==> config.mk <==
export PLATFORM = sky130hd
export DESIGN_NAME = sha_mem_port_arbiter
export DESIGN_NICKNAME = d
export VERILOG_FILES = /design/src/rtl/sha_mem_port_arbiter.sv
export SDC_FILE = /design/constraint.sdc
export NUM_CORES = 1
export LEC_CHECK = 0
export CAP_MARGIN = 30
export CORE_MARGIN = 3
export CORE_UTILIZATION = 36
export DETAILED_ROUTE_END_ITERATION = 6
export PLACE_DENSITY = 0.95
export SYNTH_ARGS = -nofsm -noshare
export SYNTH_HDL_FRONTEND = slang
export SYNTH_SLANG_ARGS = --single-unit
==> constraint.sdc <==
create_clock -name clk -period 4.7 [get_ports clk]
set_input_delay 1.175 -clock clk [delete_from_list [all_inputs] [get_ports clk]]
set_output_delay 1.175 -clock clk [all_outputs]
set_load 0.1 [all_outputs]
==> src/rtl/sha_mem_port_arbiter.sv <==
// Burst arbiter sharing one 1-cycle-latency SRAM port between NUM_REQ requesters.
// Define SHA_ARB_ROUND_ROBIN_EN for round-robin arbitration; default is fixed priority (lowest index wins).
module sha_mem_port_arbiter #(
    parameter int NUM_REQ    = 3,
    parameter int ADDR_WIDTH = 6,
    parameter int DATA_WIDTH = 32,
    parameter int MAX_BURST  = 16
) (
    input  logic                          clk,
    input  logic                          reset,
    input  logic [NUM_REQ-1:0]            req,
    input  logic [NUM_REQ-1:0]            req_last,
    input  logic [NUM_REQ-1:0]            req_write,
    input  logic [NUM_REQ*ADDR_WIDTH-1:0] req_addr,
    input  logic [NUM_REQ*DATA_WIDTH-1:0] req_wdata,
    output logic [NUM_REQ-1:0]            gnt,
    output logic [NUM_REQ-1:0]            rsp_valid,
    output logic [DATA_WIDTH-1:0]         rsp_data,
    output logic [ADDR_WIDTH-1:0]         mem_address,
    output logic                          mem_enable,
    output logic                          mem_write,
    output logic [DATA_WIDTH-1:0]         mem_wdata,
    input  logic [DATA_WIDTH-1:0]         mem_rdata,
    output logic                          burst_trunc
);

    localparam int IDX_W = $clog2(NUM_REQ);
    localparam int CNT_W = $clog2(MAX_BURST);
    localparam logic [CNT_W-1:0] CNT_MAX = CNT_W'(MAX_BURST - 1);

    typedef enum logic {ARB, BURST} state_t;

    state_t                  state;
    logic [IDX_W-1:0]        gnt_idx;
    logic [CNT_W-1:0]        beat_cnt;
    logic [DATA_WIDTH-1:0]   rsp_hold;
    logic [IDX_W-1:0]        winner;
    logic                    in_burst;
    logic                    beat;
    logic [ADDR_WIDTH-1:0]   addr_a  [NUM_REQ];
    logic [DATA_WIDTH-1:0]   wdata_a [NUM_REQ];

    function automatic logic [NUM_REQ-1:0] onehot(input logic [IDX_W-1:0] idx);
        onehot      = '0;
        onehot[idx] = 1'b1;
    endfunction

    function automatic logic [IDX_W-1:0] next_idx(input logic [IDX_W-1:0] idx);
        next_idx = (idx == IDX_W'(NUM_REQ - 1)) ? '0 : idx + 1'b1;
    endfunction

    always_comb begin
        for (int i = 0; i < NUM_REQ; i++) begin
            addr_a[i]  = req_addr[i*ADDR_WIDTH +: ADDR_WIDTH];
            wdata_a[i] = req_wdata[i*DATA_WIDTH +: DATA_WIDTH];
        end
    end

`ifdef SHA_ARB_ROUND_ROBIN_EN
    logic [IDX_W-1:0] rr_ptr;

    // First requester at or after the pointer, searching cyclically.
    function automatic logic [IDX_W-1:0] pick_rr(input logic [NUM_REQ-1:0] r,
                                                 input logic [IDX_W-1:0]   p);
        logic [IDX_W-1:0] c;
        pick_rr = '0;
        for (int k = NUM_REQ - 1; k >= 0; k--) begin
            c = IDX_W'((int'(p) + k) % NUM_REQ);
            if (r[c]) pick_rr = c;
        end
    endfunction

    assign winner = pick_rr(req, rr_ptr);

    always_ff @(posedge clk or negedge reset) begin
        if (!reset) begin
            rr_ptr <= '0;
        end else if (state == ARB && |req) begin
            rr_ptr <= next_idx(winner);
        end
    end
`else
    function automatic logic [IDX_W-1:0] pick_fixed(input logic [NUM_REQ-1:0] r);
        pick_fixed = '0;
        for (int i = NUM_REQ - 1; i >= 0; i--) begin
            if (r[i]) pick_fixed = IDX_W'(i);
        end
    endfunction

    assign winner = pick_fixed(req);
`endif

    // Memory port is a pure mux of the granted requester; idle port drives zeros.
    assign in_burst = (state == BURST);
    assign beat     = in_burst & req[gnt_idx];

    always_comb begin
        mem_enable  = beat;
        mem_write   = beat & req_write[gnt_idx];
        mem_address = in_burst ? addr_a[gnt_idx]  : '0;
        mem_wdata   = in_burst ? wdata_a[gnt_idx] : '0;
    end

    always_ff @(posedge clk or negedge reset) begin
        if (!reset) begin
            state       <= ARB;
            gnt         <= '0;
            gnt_idx     <= '0;
            beat_cnt    <= '0;
            burst_trunc <= 1'b0;
            rsp_valid   <= '0;
        end else begin
            burst_trunc <= 1'b0;
            rsp_valid   <= (beat && !req_write[gnt_idx]) ? onehot(gnt_idx) : '0;
            case (state)
                ARB: begin
                    if (|req) begin
                        gnt      <= onehot(winner);
                        gnt_idx  <= winner;
                        beat_cnt <= '0;
                        state    <= BURST;
                    end
                end
                BURST: begin
                    if (!req[gnt_idx] || req_last[gnt_idx]) begin
                        gnt   <= '0;
                        state <= ARB;
                    end else if (beat_cnt == CNT_MAX) begin
                        gnt         <= '0;
                        burst_trunc <= 1'b1;
                        state       <= ARB;
                    end else begin
                        beat_cnt <= beat_cnt + 1'b1;
                    end
                end
            endcase
        end
    end

    // Read data passes straight through in the return cycle and is held afterwards.
    always_ff @(posedge clk or negedge reset) begin
        if (!reset) begin
            rsp_hold <= '0;
        end else if (|rsp_valid) begin
            rsp_hold <= mem_rdata;
        end
    end

    assign rsp_data = (|rsp_valid) ? mem_rdata : rsp_hold;

endmodule

==> results.cfg <==
[critical_path]
worst-endpoint-arrival_ns = 2.58
regToRegSetupSlack_ns = 2.33
critical_path.reg2reg.startpoint = gnt_idx[0]
critPathCaptureType = primary output
crit_required_ns = 3.52
ff2ff_path_depth = 5
setup.worst_path.start_class = primary input
timing_worst_setup_path_type = in -> out
critPathMaxFanout = 7
r2r_end = gnt[1]

[sta]
final.hold.worst_slack_ns = 0.503
max_clock_freq_mhz = 267
slew_headroom = 0.328
grt_setup_unrepaired = no
timing.clock.skew_ns = 0.00360
setup_viol = 0
maxSlewViolCount = 0
smallest_setup_slack_after_layout_ns = 0.950
max_slew.worst_pin.slew_ns = 1.01
period_needed_ns = 3.75
fin_crit_sh = 0.798
finalSetupTns_ns = 0
final-hold-violation-count = 0

[logic_synthesis]
ys.warnings.count = 0
ys_top_cells_by_count = nor2_1, dfrtp_1, a21oi_1, mux2i_1, mux2_2
yosys-top-cells-area = dfrtp_1, mux2i_1, mux2_2, nor2_1, a21oi_1
mean_cell_area_of_the_mapped_netlist_um2 = 9.22
synth_cell_types = 34
syn_area_um2 = 2880
synth_simple_gate_area_share = 0.154
synth.mux.area_fraction = 0.279
post_synth_inst_count = 312
ys_seq_elements = 46
postSynthNetCount = 470
synth_largest_area_cell = dfrtp_1
synth_ff_type = dfrtp_1
yosys.area_share.xor_xnor = 0.00304
synth_top_family_by_area = multiplexers
synth_sequential_area_ratio = 0.400
synthAdderAreaFrac = 0.00435
ys_async_sr_fraction = 1.00
number_of_flops_mapped_to_enable_cells_by_yosys = 0
synth_compound_area_frac = 0.113
synth_top_area_share = 0.400
synth.most_common_cell = nor2_1

[hold_path]
hp-start = rsp_hold[25]
timing.hold.worst_endpoint = rsp_hold[25]
holdCritPathClass = reg -> reg
worst_hold_path.num_cells = 1

[cts]
htree_num_levels = 2
cts-buffers-inserted = 5
cts.path.max_buffers = 2
cts_setup_buffers = 0
postCtsResizedCells = 0
ctsRootBufferMaster = clkbuf_8
clk_latency_ns = 0.30
cts_hold_repair.buffers = 0
clk_transition_reported_paths_ns = 0.09
clkSinkCount = 46
cts_tree = built

[placed_design]
gp_congestion = 0.900
dp_hpwl_um = 9440
io_buffers = 235
pre_cts_ws_ns = 0.965

[route]
viasPerCell = 5.06
drt_pass1_iterations = 4
route.antenna.remaining_nets = 0
route.detailed.drc = 0
detailroute.via_count = 3231
drt-total-wl_um = 12000
post_drt_wl_per_cell_um = 18.8
drt_iter0_drc = 64

[outcome]
result_of_the_run = finished, final reports clean

[global_routing]
grt_busiest_layer = met2
initial_antenna_violation_count = 0
total_overflow_reported_by_the_global_router = 0
via_count_of_the_first_global_routing_pass = 3477
grt_usage = 0.255
grt.met3_usage = 0.0868
gr-usage-met2 = 0.489
grt_util_met1 = 0.255
maximum_number_of_pins_on_one_net_before_global_route_repair = 47
global_route_wire_length_before_repair_um = 17800

[floorplan]
fp-row-count = 31
die-height_um = 95.4
dieArea_um2 = 9100
io_pins = 236
core_region_area_um2 = 7490
floorplan.initialDensity = 0.384
chipWidth_um = 95.4

[layout]
antenna_cells_inserted = 0
finalNetCount = 696
layout-drive-gt1-share = 0.228
syn_to_final_growth_pct = 98.6

[job]
max_cap_viol_count = 0
[metal layers]
metal | up-vias | share of wire
met5 | - | 0
met4 | 0 | 0.019
met3 | 16 | 0.11
met2 | 178 | 0.54
met1 | 1519 | 0.34
li1 | 1518 | -
[cells in the final DEF, fill, tap and decap left out, types with 2 or more instances in the layout]
master and instances:
mux2i_1 43, buf_4 38, nor3_1 2, dfrtp_1 45
clkdlybuf4s50_1 162, mux2_1 2, a21oi_1 43, buf_12 40
nor2_1 84, a21o_1 3, nand3_1 2, clkbuf_8 5
mux2_2 31, nand2_1 7, o2bb2ai_1 2, o21ai_0 3
o21ai_1 2, inv_1 4
[how the worst max path moves through the flow]
stage / start / endpoint / slack [ns] / depth (start not counted)
floorplan: req[2] / mem_write / 0.79 / 3
finish: req[0] / mem_write / 0.95 / 5
global placement: req[1] / mem_enable / 0.98 / 5
CTS: gnt_idx[0] / mem_write / 0.94 / 5
global route: gnt_idx[0] / mem_address[0] / 0.80 / 5
detailed placement: req[1] / mem_write / 0.97 / 5
[sequential cells by signal, indices dropped and copies added, names as in the netlist]
| signal | flops |
|---|---|
| beat_cnt | 4 |
| gnt_idx | 2 |
| burst_trunc | 1 |
| rsp_hold | 32 |
| rsp_valid | 3 |
| in_burst | 1 |
| gnt | 3 |
[final cells by class]
cell class,count,area [um^2]
multi-input cells,240,1600
flip-flops and latches,46,1150
well taps,99,124
clock inverters,2,37.5
inverters,4,15.0
clock buffers,6,72.6
repair buffers,241,2710
fillers,488,1770
[cell families (layout without fill, tap and decap cells)]
family                     after synthesis  count (layout)
and+or+nand+nor                        105             105
adders and majority gates                1               1
DFF                                     46              46
AOI/OAI and AO/OA                       57              57
buffers and inverters                   26             253
muxes                                   76              76
xor gates and xnor gates                 1               1
[through the flow]
step | area, um^2 | std cells | util
floorplan | 2880 | 312 | -
global placement | 5580 | 629 | 0.746
detailed placement | 5580 | 629 | 0.746
CTS | 5690 | 637 | 0.761
global route | 5710 | 638 | 0.763
finish | 5710 | 638 | 0.763
[worst max-delay path, cell delays in order]
cell,delay [ns]
clkdlybuf4s50_1,0.51
mux2_2,0.34
a21oi_4,0.24
nor2_1,0.12
buf_12,0.18
Power is not shown: default switching activity piles up to over one toggle a cycle in this logic, so the estimate is an artifact.
